[src/rtl/uart_reg_initiator.sv]
// uart_reg_initiator: register-bus initiator for the uart_registers slave port.
// After reset it writes BOOT_CONFIG to BOOT_ADDR. It then serves single
// read/write host commands. Each command returns exactly one response, and a
// bounded wait turns a silent responder into an error response.
// Optional feature macro: UART_INIT_READBACK_EN. When it is defined, the boot
// sequence reads the config word back, and boot_ok requires an exact match.
module uart_reg_initiator #(
  parameter int unsigned  TIMEOUT_CYCLES = 64,
  parameter logic [3:0]   BOOT_ADDR      = 4'h0,
  parameter logic [31:0]  BOOT_CONFIG    = 32'h0000_0000
) (
  input  logic        clk,
  input  logic        reset,
  input  logic        cmd_valid,
  output logic        cmd_ready,
  input  logic        cmd_write,
  input  logic [3:0]  cmd_addr,
  input  logic [31:0] cmd_wdata,
  output logic        rsp_valid,
  input  logic        rsp_ready,
  output logic [31:0] rsp_rdata,
  output logic        rsp_error,
  output logic        boot_done,
  output logic        boot_ok,
  output logic        reg_write,
  output logic        reg_read,
  output logic [3:0]  reg_addr,
  output logic [31:0] reg_wdata,
  input  logic [31:0] reg_rdata,
  input  logic        reg_ready
);

  typedef enum logic [2:0] {
    ST_BOOT_WR     = 3'd0,
    ST_BOOT_WAIT   = 3'd1,
`ifdef UART_INIT_READBACK_EN
    ST_BOOT_RD     = 3'd2,
    ST_BOOT_RDWAIT = 3'd3,
`endif
    ST_IDLE        = 3'd4,
    ST_ISSUE       = 3'd5,
    ST_WAIT        = 3'd6,
    ST_RESP        = 3'd7
  } state_e;

  // Last counter value of a wait window. Reaching it without reg_ready aborts.
  localparam logic [7:0] CNT_LAST = 8'(TIMEOUT_CYCLES - 32'd1);

  state_e      state_q, state_d;
  logic [7:0]  cnt_q, cnt_d;
  logic        write_q, write_d;
  logic [3:0]  addr_q, addr_d;
  logic [31:0] wdata_q, wdata_d;
  logic [31:0] rsp_rdata_q, rsp_rdata_d;
  logic        rsp_error_q, rsp_error_d;
  logic        boot_done_q, boot_done_d;
  logic        boot_ok_q, boot_ok_d;
  logic        tmo_s;

  // States that wait on reg_ready and therefore run the timeout counter.
  function automatic logic is_wait_state(input state_e s);
    logic r;
    case (s)
      ST_BOOT_WAIT:   r = 1'b1;
`ifdef UART_INIT_READBACK_EN
      ST_BOOT_RDWAIT: r = 1'b1;
`endif
      ST_WAIT:        r = 1'b1;
      default:        r = 1'b0;
    endcase
    return r;
  endfunction

  assign tmo_s = (cnt_q == CNT_LAST);

  // State register with synchronous active-low reset.
  always_ff @(posedge clk) begin
    if (!reset) begin
      state_q <= ST_BOOT_WR;
    end else begin
      state_q <= state_d;
    end
  end

  // Next-state logic. When reg_ready and the timeout limit coincide, reg_ready wins.
  always_comb begin
    state_d = state_q;
    case (state_q)
      ST_BOOT_WR: begin
        state_d = ST_BOOT_WAIT;
      end
      ST_BOOT_WAIT: begin
        if (reg_ready) begin
`ifdef UART_INIT_READBACK_EN
          state_d = ST_BOOT_RD;
`else
          state_d = ST_IDLE;
`endif
        end else if (tmo_s) begin
          state_d = ST_IDLE;
        end else begin
          state_d = ST_BOOT_WAIT;
        end
      end
`ifdef UART_INIT_READBACK_EN
      ST_BOOT_RD: begin
        state_d = ST_BOOT_RDWAIT;
      end
      ST_BOOT_RDWAIT: begin
        if (reg_ready || tmo_s) begin
          state_d = ST_IDLE;
        end else begin
          state_d = ST_BOOT_RDWAIT;
        end
      end
`endif
      ST_IDLE: begin
        if (cmd_valid) begin
          state_d = ST_ISSUE;
        end else begin
          state_d = ST_IDLE;
        end
      end
      ST_ISSUE: begin
        state_d = ST_WAIT;
      end
      ST_WAIT: begin
        if (reg_ready || tmo_s) begin
          state_d = ST_RESP;
        end else begin
          state_d = ST_WAIT;
        end
      end
      ST_RESP: begin
        if (rsp_ready) begin
          state_d = ST_IDLE;
        end else begin
          state_d = ST_RESP;
        end
      end
      default: begin
        state_d = ST_BOOT_WR;
      end
    endcase
  end

  // Timeout counter: cleared on entry to a wait state, then counts every cycle there.
  always_comb begin
    cnt_d = cnt_q;
    if ((state_d != state_q) && is_wait_state(state_d)) begin
      cnt_d = 8'd0;
    end else if (is_wait_state(state_q)) begin
      cnt_d = cnt_q + 8'd1;
    end else begin
      cnt_d = cnt_q;
    end
  end

  // Datapath next values: command latch, response capture and boot status.
  always_comb begin
    write_d     = write_q;
    addr_d      = addr_q;
    wdata_d     = wdata_q;
    rsp_rdata_d = rsp_rdata_q;
    rsp_error_d = rsp_error_q;
    boot_done_d = boot_done_q;
    boot_ok_d   = boot_ok_q;
    case (state_q)
      ST_BOOT_WR: begin
        write_d = 1'b1;
        addr_d  = BOOT_ADDR;
        wdata_d = BOOT_CONFIG;
      end
      ST_BOOT_WAIT: begin
        if (reg_ready) begin
`ifdef UART_INIT_READBACK_EN
          write_d = 1'b0;
`else
          boot_done_d = 1'b1;
          boot_ok_d   = 1'b1;
`endif
        end else if (tmo_s) begin
          boot_done_d = 1'b1;
          boot_ok_d   = 1'b0;
        end else begin
          boot_done_d = boot_done_q;
        end
      end
`ifdef UART_INIT_READBACK_EN
      ST_BOOT_RDWAIT: begin
        if (reg_ready) begin
          boot_done_d = 1'b1;
          boot_ok_d   = (reg_rdata == BOOT_CONFIG);
        end else if (tmo_s) begin
          boot_done_d = 1'b1;
          boot_ok_d   = 1'b0;
        end else begin
          boot_done_d = boot_done_q;
        end
      end
`endif
      ST_IDLE: begin
        if (cmd_valid) begin
          write_d = cmd_write;
          addr_d  = cmd_addr;
          wdata_d = cmd_wdata;
        end else begin
          write_d = write_q;
        end
      end
      ST_WAIT: begin
        if (reg_ready) begin
          rsp_rdata_d = write_q ? 32'h0000_0000 : reg_rdata;
          rsp_error_d = 1'b0;
        end else if (tmo_s) begin
          rsp_rdata_d = 32'h0000_0000;
          rsp_error_d = 1'b1;
        end else begin
          rsp_rdata_d = rsp_rdata_q;
        end
      end
      default: begin
        write_d = write_q;
      end
    endcase
  end

  // Datapath registers. Reset clears the command and the response together, so an aborted command never responds.
  always_ff @(posedge clk) begin
    if (!reset) begin
      cnt_q       <= 8'd0;
      write_q     <= 1'b0;
      addr_q      <= 4'h0;
      wdata_q     <= 32'h0000_0000;
      rsp_rdata_q <= 32'h0000_0000;
      rsp_error_q <= 1'b0;
      boot_done_q <= 1'b0;
      boot_ok_q   <= 1'b0;
    end else begin
      cnt_q       <= cnt_d;
      write_q     <= write_d;
      addr_q      <= addr_d;
      wdata_q     <= wdata_d;
      rsp_rdata_q <= rsp_rdata_d;
      rsp_error_q <= rsp_error_d;
      boot_done_q <= boot_done_d;
      boot_ok_q   <= boot_ok_d;
    end
  end

  // Output decode. The state sits at BOOT_WR while reset is low, so strobes are
  // gated by reset. This keeps the bus quiet during reset, and the boot write
  // lands in the first cycle after release.
  always_comb begin
    cmd_ready = (state_q == ST_IDLE);
    rsp_valid = (state_q == ST_RESP);
    reg_write = 1'b0;
    reg_read  = 1'b0;
    reg_addr  = addr_q;
    reg_wdata = wdata_q;
    case (state_q)
      ST_BOOT_WR: begin
        reg_write = reset;
        if (reset) begin
          reg_addr  = BOOT_ADDR;
          reg_wdata = BOOT_CONFIG;
        end else begin
          reg_addr  = addr_q;
          reg_wdata = wdata_q;
        end
      end
`ifdef UART_INIT_READBACK_EN
      ST_BOOT_RD: begin
        reg_read = reset;
      end
`endif
      ST_ISSUE: begin
        reg_write = reset & write_q;
        reg_read  = reset & ~write_q;
      end
      default: begin
        reg_write = 1'b0;
      end
    endcase
  end

  assign rsp_rdata = rsp_rdata_q;
  assign rsp_error = rsp_error_q;
  assign boot_done = boot_done_q;
  assign boot_ok   = boot_ok_q;

endmodule

[config.mk]
export PLATFORM = sky130hd
export DESIGN_NAME = uart_reg_initiator
export DESIGN_NICKNAME = d
export VERILOG_FILES = /design/src/rtl/uart_reg_initiator.sv
export SDC_FILE = /design/constraint.sdc
export NUM_CORES = 1
export LEC_CHECK = 0
export ABC_AREA = 1
export BUFFER_PORTS_ARGS = -buffer_cell sky130_fd_sc_hd__buf_4
export CORE_ASPECT_RATIO = 1.75
export CORE_MARGIN = 5
export CORE_UTILIZATION = 53
export DETAILED_ROUTE_END_ITERATION = 7
export HOLD_SLACK_MARGIN = 0.02
export PLACE_DENSITY = 0.85
export SLEW_MARGIN = 20
export SYNTH_ARGS = -nofsm -noshare
export SYNTH_HDL_FRONTEND = slang
export SYNTH_SLANG_ARGS = --single-unit
[constraint.sdc]
create_clock -name clk -period 4.1 [get_ports clk]
set_input_delay 0.615 -clock clk [delete_from_list [all_inputs] [get_ports clk]]
set_output_delay 0.615 -clock clk [all_outputs]
set_load 0.03 [all_outputs]
After elaboration in Yosys (flattened, before gate mapping):

Index checks and enable logic that the tools add are counted.

* flip-flop bits (word level): 83
* input bits: 74
* output and inout port bits: 75

* add/subtract/negate cells: 1
* equal/unequal tests: 10
* muxes and demuxes: 29
* bitwise gates (word level): 4
* reductions and logical operators: 11

Operators by type and width (count)
* $mux W32: 6
* $pmux W32 S2: 1
* $pmux W3 S6: 1
* $eq A3 B3 Y1 const B: 5
* $mux W1: 12
* $mux W4: 3
* $add A8 B1 Y8 const B: 1
* $eq A8 B6 Y1 const B: 1
* $pmux W4 S2: 1
* $eq A3 B1 Y1 const B: 2
* $mux W3: 2
* $reduce_and A2 Y1: 3
* $reduce_or A2 Y1: 3
* $pmux W1 S2: 2
* $reduce_bool A2 Y1: 2
* $logic_not A3 Y1: 1
* $ne A3 B3 Y1: 1
* $and A1 B1 Y1: 2
* $mux W2: 1
* $ne A2 B2 Y1 const B: 1
* $not A1 Y1: 2
* $logic_and A1 B1 Y1: 1
* $logic_or A1 B1 Y1: 1

Logic depth before layout (Yosys ltp):

Gate-level depths: netlist of the first run.

* depth after elaboration: 9
* gate-level depth with buffers: 10
* mapped depth without buffers: 9

Worst setup path before layout of the first run:

Ideal clock, no wire load.

* path type: input to output
* from: input port reset
* to: output port reg_write
* arrival: 1.716 ns
* data required time: 3.485 ns
* path slack: 1.769 ns
* cell stages on the path: 3
* buffers on the path: 1
* cell sequence: buf_2 > clkinv_1 > o31ai_1

* longest elaborated chain between the ends: 2

Ends and longest elaborated chain
* from (decl): line 13 `input logic reset,`
* $and A1 B1 Y1: line 278 `reg_write = reset & write_q;`
* $pmux W1 S2 *: line 261 `case (state_q)`
* to (decl): line 25 `output logic reg_write,`

Mark *: on every way between the ends. The rest lies on a longest branch, timed or not.

Worst setup path in the final report of the first run:

Ends and elaborated chain as after synthesis.

==> results of run 1 <==
stage by stage:
stage          hold slack, ns  utilization (%)  instance area, µm²  total power, µW
6_report               0.4680            70.59                5268             1878
5_1_grt                0.4892            70.59                5268             1963
4_1_cts                0.4676            70.51                5261             1897
3_5_place_dp           0.4591            66.47                4960             1085
3_3_place_gp           0.4453            66.47                4960             1081
2_1_floorplan          0.4435                -                4008             1011
cell type report:
class	count	area, µm²
Fill cell	617	2195
Multi-Input combinational cell	389	1846
Sequential cell	83	1662
Timing Repair Buffer	150	1126
Clock buffer	11	252.7
Inverter	59	222.7
Tap cell	88	110.1
Clock inverter	4	48.80
cells by family after synthesis:
group / after synthesis / share of synthesized area, %
compound gates: 87 / 12.99
xor+xnor: 1 / 0.2186
fa+ha+maj: 1 / 0.3122
buf+inv: 99 / 12.80
flops: 83 / 41.46
simple gates: 300 / 32.22
state kept, by name, summed over array words and instances (netlist names):
register	count
addr_q	4
boot_done	1
boot_ok	1
cnt_q	8
rsp_error	1
rsp_rdata	32
state_q	3
wdata_q	32
write_q	1
synth_stat cells (all sizes together), types with 2 or more instances:
library cell,instances,area [µm²]
nand2,140,565.5
a21oi,80,475.5
o21ai,4,23.77
nor3,3,15.01
inv,58,217.7
nand3,75,380.4
nand4,2,12.51
clkbuf,7,26.28
buf,33,265.3
dfxtp,83,1662
nor2,80,317.8
final timing paths:
kind / slack (ns) / endpoint / cells past startpoint
worst max-delay path: 1.32 / reg_write / 4
worst min-delay path: 0.47 / rsp_error$_SDFFE_PN0N_ / 2
worst max register to register: 2.17 / state_q[0]$_SDFF_PN0_ / 7
worst min register to register: 0.47 / rsp_error$_SDFFE_PN0N_ / 2
critical path, delay by kind of cell:
family / cells / cell delay [ns]
buf+inv: 3 / 1.12
compound gates: 1 / 0.41
metal layers:
metal	GRT usage, %	wire [µm]	vias to the layer above
li1	-	-	2043
met1	25.80	4073	1780
met2	36.37	4989	154
met3	7.229	929	16
met4	8.136	188	0
met5	0	0	-
power by group:
group	internal, µW	switching (µW)
Combinational	88.2	150
Clock	501	309
Sequential	819	10.8
==> out/results.txt, run 1 <==
Via density - 5.093
total die area - 0.009470 mm²
core area - 0.007462 mm²
Post-synth EDFFs - 0
final hold vios - 0
Hold Path Class - flip-flop to flip-flop
Die Ht - 125.0 µm
clk_skew - 0.006691 ns
DP HPWL - 7114 µm
slowest cell on the critical path - clkinv_1
# placed instances - 769
P_leak - 0.002224 µW
I/O pin total - 149
total grt overflow - 0
I/O Buffers - 148
Hold Path Origin - rsp_error$_SDFFE_PN0N_
CTS Hold Bufs - 0
commonest non-fill, non-tap cell in the layout - buf_4
global-route wire length before repair - 16690 µm
Ant. Diodes - 0
share of cells above drive strength 1 - 30.32%
crit path time final - 2.780 ns
endpoints failing setup - 0
worst skew pair latency - 0.34 ns
ys async rst share - 0%
Clock Tree Buf Depth - 2
synth unique cells - 30
first element of the critical path - reset
flops & latches, synth - 83
Slew Limit Fails - 0
dpl ws - 1.330 ns
cells along the critical path - buf_4, clkinv_1, o31ai_1, buf_4
Final GP Congestion - 0.8419
most frequent cells in the layout - buf_4 (150), nand2_1 (126), dfxtp_1 (83), nor2_1 (75), nand3_1 (74)
RSZ-0062 raised after global routing - false
Setup CP Type - primary input to output pin
Nets - 767
worst rel slew slack - 29.37%
worst r2r src - state_q[0]$_SDFF_PN0_
Routed WL per cell - 12.98 µm
clock sinks - 83
Worst EP arrival - 2.17 ns
status - complete, no violations
fin cells - 784
DRT iter0 DRCs - 148
Via Count - 3993
vias in the first global route - 3856
Clock transition at path regs - 0.06 ns
layout overhead on the synthesized area - 31.44%
Root Buffer - clkbuf_16
row count - 42
fin crit share - 67.81%
Worst setup EP type - output pin
Slew @ Worst Pin - 1.055 ns
drt total wl - 10180 µm
Data required, critical path - 3.48 ns
setup total negative slack - 0 ns
worst-path maximum fanout - 38
maxcap violations - 0
Seq/Total Area, Yosys - 41.46%
Peak supply drop - 0.2443 mV
drt drc - 0
Fmax achieved - 359.7 MHz
Worst Setup Start Kind - primary input
Post-CTS Setup Inserts - 0
Die Width - 75.74 µm
Routed Antenna Nets - 0
CTS tree - yes
cell mode on critical path - buf_4
largest net degree at the start of global routing - 67
mapped cell area - 0.004008 mm²
starting density of the core - 53.71%
CTS H-tree lvls - 3
pwr/cell area - 356.6 mW/mm²
Largest stage delay, worst path - 0.57 ns
antenna violations before repair - 0
post-cts sizing count - 0
CTS Buf Count - 9
total track usage - 22.02%
first drt pass iteration count - 5
syn_nets - 646
PnR worst setup slack - 1.320 ns
Avg Cell Area, Syn - 7.019 µm²
Synth Instances - 571
Synth Warn # - 0
Post-synth top flop - dfxtp_1
(Power assumes the default switching activity.)
==> inputs of run 2 (changes only) <==
Settings changed: ABC_AREA 1 to 0, CORE_UTILIZATION 53 to 43, PLACE_DENSITY 0.85 to 0.75.
Clock period 4.1 ns to 2.3 ns, I/O delays scaled along.
==> out/results.txt, run 2 <==
M1 WL - 3471 µm
CTS tree - yes
drt drc - 0
endpoints failing setup - 0
Seq/Total Area, Yosys - 45.56%
crit path time final - 2.112 ns
Via density - 4.822
Largest stage delay, worst path - 0.52 ns
Post-synth EDFFs - 0
maxcap violations - 0
CTS Buf Count - 9
top cells by area, synth - dfxtp_1 (46%), nor2b_1 (12%), mux2i_1 (8.8%)
total track usage - 17.02%
most frequent cells after synthesis - dfxtp_1 (83), nor2b_1 (72), nand2_1 (70)
share of cells above drive strength 1 - 33.59%
total grt overflow - 0
Slew @ Worst Pin - 0.5893 ns
final hold vios - 0
CTS Hold Bufs - 0
cells along the critical path - nor2_1, and3_1, buf_4, nor2b_1, buf_4
DRT iter0 DRCs - 80
Post-CTS Setup Inserts - 0
Synth Warn # - 0
Post-synth top flop - dfxtp_1
top-count cell post-synth - dfxtp_1
Worst Setup Start Kind - flip-flop
largest net degree at the start of global routing - 68
P_leak - 0.002076 µW
row count - 44
mapped cell area - 0.003647 mm²
Yosys top cell by area - dfxtp_1
most frequent cells in the layout - buf_4 (151), dfxtp_1 (83), nor2b_1 (72), nand2_1 (70), a22oi_1 (36)
cell mode on critical path - buf_4
Nets - 602
Hold Path Class - primary input to flip-flop
worst skew pair latency - 0.33 ns
Hold Crit Depth - 2
status - complete, no violations
Data required, critical path - 1.96 ns
Die Ht - 131.8 µm
DP HPWL - 6658 µm
I/O pin total - 149
slowest cell on the critical path - dfxtp_1
syn_nets - 467
pwr/cell area - 606.1 mW/mm²
Via Count - 3096
clock sinks - 83
setup total negative slack - 0 ns
Reg2Reg Setup Slack - 0.45 ns
flops & latches, synth - 83
core area - 0.008313 mm²
Synth top area share - 45.56%
Ant. Diodes - 0
routed wl met2 - 4542 µm
Synth Instances - 392
layout overhead on the synthesized area - 38.28%
CTS H-tree lvls - 3
fin crit share - 91.81%
ys async rst share - 0%
worst-path maximum fanout - 36
clk_skew - 0.005147 ns
synth unique cells - 42
hold endpoint - state_q[1]$_SDFF_PN0_
Die Width - 79.62 µm
Clock Tree Buf Depth - 2
Routed WL per cell - 13.83 µm
Hold WS - 0.2342 ns
Clock transition at path regs - 0.05 ns
worst r2r src - cnt_q[0]$_SDFFE_PP0P_
Avg Cell Area, Syn - 9.304 µm²
worst reg2reg endpoint - rsp_rdata[22]$_SDFFE_PN0N_
wire length on met3 - 749 µm
Setup CP Type - flip-flop to output pin
r2r worst-path depth - 6
vias in the first global route - 3194
worst rel slew slack - 60.71%
Fmax achieved - 473.6 MHz
post-cts sizing count - 0
total die area - 0.01050 mm²
Worst EP arrival - 1.77 ns
Peak supply drop - 0.4361 mV
Root Buffer - clkbuf_16
I/O Buffers - 148
commonest non-fill, non-tap cell in the layout - buf_4
drt total wl - 8880 µm
Routed Antenna Nets - 0
Final GP Congestion - 0.8074
starting density of the core - 43.87%
first drt pass iteration count - 4
Top Metal Used - met4
RSZ-0062 raised after global routing - false
Hold Path Origin - rsp_ready
antenna violations before repair - 0
global-route wire length before repair - 14510 µm
Slew Limit Fails - 0
Worst setup EP type - output pin
-- run 2: changes by cell type in the layout (fill, tap and decap cells not counted), sizes merged, moves of 4 or more --
cell,before,now
nand2,140,70
mux2i,0,32
nor2,80,15
nand3,75,4
buf,150,154
xnor2,0,7
nor2b,0,72
a22oi,0,36
a21oi,80,5
inv,58,7
-- run 2: layout make-up --
cell class	count	area, µm²
fillers	730	3269
clock buffers	10	239.0
multi-input cells	272	1774
repair buffers	154	1194
flip-flops and latches	83	1662
well taps	115	143.9
clock inverters	1	5.005
inverters	7	26.28
-- run 2: routing by layer --
layer  vias to the layer above  track usage (%)
li1                       1573                -
met1                      1388            19.08
met2                       126            29.86
met3                         9            5.130
met4                         0            5.927
met5                         -                0
-- run 2: logic make-up after synthesis --
kind of cell	Yosys count	synth area share [%]
mux	32	8.782
xor+xnor	7	1.681
fa+ha+maj	1	0.3430
compound gates	58	12.42
buf+inv	37	5.969
simple gates	174	25.25
flops	83	45.56
-- run 2: how the worst max path moves through the flow --
stage,start,to,slack (ns),cells after the start
4_1_cts,state_q[1]$_SDFF_PN0_,reg_wdata[11],0.17,5
3_3_place_gp,cnt_q[0]$_SDFFE_PP0P_,rsp_rdata[21]$_SDFFE_PN0N_,0.50,6
3_5_place_dp,cnt_q[0]$_SDFFE_PP0P_,rsp_rdata[10]$_SDFFE_PN0N_,0.43,6
2_1_floorplan,state_q[2]$_SDFF_PN0_,reg_addr[0],0.45,5
5_1_grt,state_q[1]$_SDFF_PN0_,reg_wdata[11],0.04,5
6_report,state_q[1]$_SDFF_PN0_,reg_wdata[11],0.19,5
-- run 2: critical path: cells and delay by family, from the launching register on --
kind / cells / cell delay [ns]
AND/OR/NAND/NOR: 3 / 0.49
buffers and inverters: 2 / 0.42
flip-flops: 1 / 0.52
-- run 2: stage by stage --
step / total power (µW) / instance area, µm² / worst slack [ns] / std cells / utilization (%)
6_report: 3057 / 5044 / 0.1884 / 642 / 60.67
3_3_place_gp: 1872 / 4800 / 0.5022 / 631 / 57.74
3_5_place_dp: 1879 / 4800 / 0.4347 / 631 / 57.74
4_1_cts: 3104 / 5044 / 0.1686 / 642 / 60.67
2_1_floorplan: 1714 / 3647 / 0.4468 / 392 / -
5_1_grt: 3185 / 5044 / 0.03929 / 642 / 60.67
-- run 2: power by group --
group          internal, µW  switching [µW]  total [µW]
sequential             1460            19.6        1480
clock                   726             485        1210
combinational           171             194         365
total                  2360             699        3060
==> inputs of run 3 (changes only) <==
Settings changed: CORE_UTILIZATION 43 to 48, PLACE_DENSITY 0.75 to 0.8.
Clock period 2.3 ns to 2 ns, I/O delays scaled along.
==> out/results.txt, run 3 (same netlist as run 2, synthesis figures left out) <==
fin area - 0.005055 mm²
Die Width - 75.90 µm
Final GP Congestion - 0.8164
Hold Path Class - primary input to flip-flop
most frequent cells in the layout - buf_4 (153), dfxtp_1 (81), nor2b_1 (72), nand2_1 (70), a22oi_1 (36)
fin crit share - 95.57%
r2r worst-path depth - 6
total track usage - 18.55%
DRT iter0 DRCs - 93
global-route wire length before repair - 14030 µm
Via density - 5.100
share of cells above drive strength 1 - 34.52%
first drt pass iteration count - 4
antenna violations before repair - 0
status - complete, no violations
endpoints failing setup - 0
starting density of the core - 48.53%
Fmax achieved - 523.2 MHz
Data required, critical path - 1.70 ns
Die Ht - 125.3 µm
Routed Antenna Nets - 0
row count - 42
setup total negative slack - 0 ns
drt drc - 0
Setup CP Type - flip-flop to output pin
RSZ-0062 raised after global routing - false
total grt overflow - 0
Slew @ Worst Pin - 0.5759 ns
Routed WL per cell - 14.26 µm
Clock transition at path regs - 0.06 ns
maxcap violations - 0
Area after DPL - 0.004768 mm²
core area - 0.007515 mm²
CTS tree - yes
worst-path maximum fanout - 36
Worst Setup Start Kind - flip-flop
clock sinks - 83
Clock Tree Buf Depth - 2
Via Count - 3167
I/O Buffers - 148
Worst setup EP type - output pin
Hold Crit Depth - 2
Root Buffer - clkbuf_16
Ant. Diodes - 0
clk_skew - 0.003473 ns
Worst EP arrival - 1.61 ns
worst skew pair latency - 0.33 ns
vias in the first global route - 3151
Peak supply drop - 0.5596 mV
final hold vios - 0
commonest non-fill, non-tap cell in the layout - buf_4
CTS Buf Count - 9
worst rel slew slack - 61.35%
I/O pin total - 149
largest net degree at the start of global routing - 44
Reg2Reg Setup Slack - 0.24 ns
DP HPWL - 6517 µm
P_leak - 0.002103 µW
Slew Limit Fails - 0
total die area - 0.009511 mm²
Pwr Total - 3643 µW
layout overhead on the synthesized area - 38.59%
CTS H-tree lvls - 3
pwr/cell area - 720.8 mW/mm²
drt total wl - 8855 µm
crit path time final - 1.911 ns
Fill cells - 621
Nets - 604
## run 3: changes by cell type in the layout (fill, tap and decap cells not counted), sizes merged
cell    before  now
clkinv       1    2
clkbuf      10   13
buf        154  156
## run 3: through the flow
stage | utilization (%) | instances | worst slack (ns) | hold slack [ns]
finish | 67.27 | 621 | 0.08853 | 0.1780
global route | 67.27 | 621 | 0.006981 | 0.1671
CTS | 67.23 | 621 | 0.03296 | 0.1670
detailed placement | 63.45 | 606 | 0.2438 | 0.4473
global placement | 63.45 | 606 | 0.3250 | 0.4442
floorplan | - | 392 | 0.1918 | 0.4120
## run 3: worst paths after layout
kind,from,end
setup reg to reg,cnt_q[0]$_SDFFE_PP0P_,rsp_rdata[3]$_SDFFE_PN0N_
hold / removal,rsp_ready,state_q[1]$_SDFF_PN0_
setup / recovery,state_q[0]$_SDFF_PN0_,reg_addr[2]
hold reg to reg,rsp_rdata[30]$_SDFFE_PN0N_,rsp_rdata[30]$_SDFFE_PN0N_
## run 3: worst max-delay path, stage by stage (launching register included)
cell and delay [ns]:
dfxtp_2 0.36, nor2_1 0.19, and3_1 0.20, buf_6 0.26
nor2b_1 0.09, buf_4 0.18
## run 3: cell type report
cell class                 count  area [µm²]  share of cell area, %
timing repair buffer         156        1200                  23.74
multi-input combinational    272        1774                  35.10
clock inverter                 2       10.01                 0.1980
tap                           88       110.1                  2.178
inverter                       7       26.28                 0.5198
sequential                    83        1664                  32.92
clock buffer                  13       270.3                  5.347
## run 3: timing repair
action	in CTS	in global routing
endpoints found under the setup margin	36	36
gates resized for setup	1	2
cloned	0	0
pin swaps	0	0
hold buffers	0	0
setup buffers	0	0
## run 3: where the power goes
| part | total, µW | leakage, µW | switching (µW) | internal, µW |
|---|---|---|---|---|
| sequential | 1700 | 0.000671 | 21.9 | 1680 |
| clock | 1530 | 0.000141 | 595 | 930 |
| combinational | 416 | 0.00129 | 223 | 193 |
## run 3: layer usage
metal	wire length (µm)	vias up	global-route usage [%]	part of all wire (%)
met5	0	-	0	0
met3	937	14	5.462	11
met2	4445	125	31.16	50
met4	184	0	7.827	2.1
li1	-	1584	-	-
met1	3287	1444	21.03	37
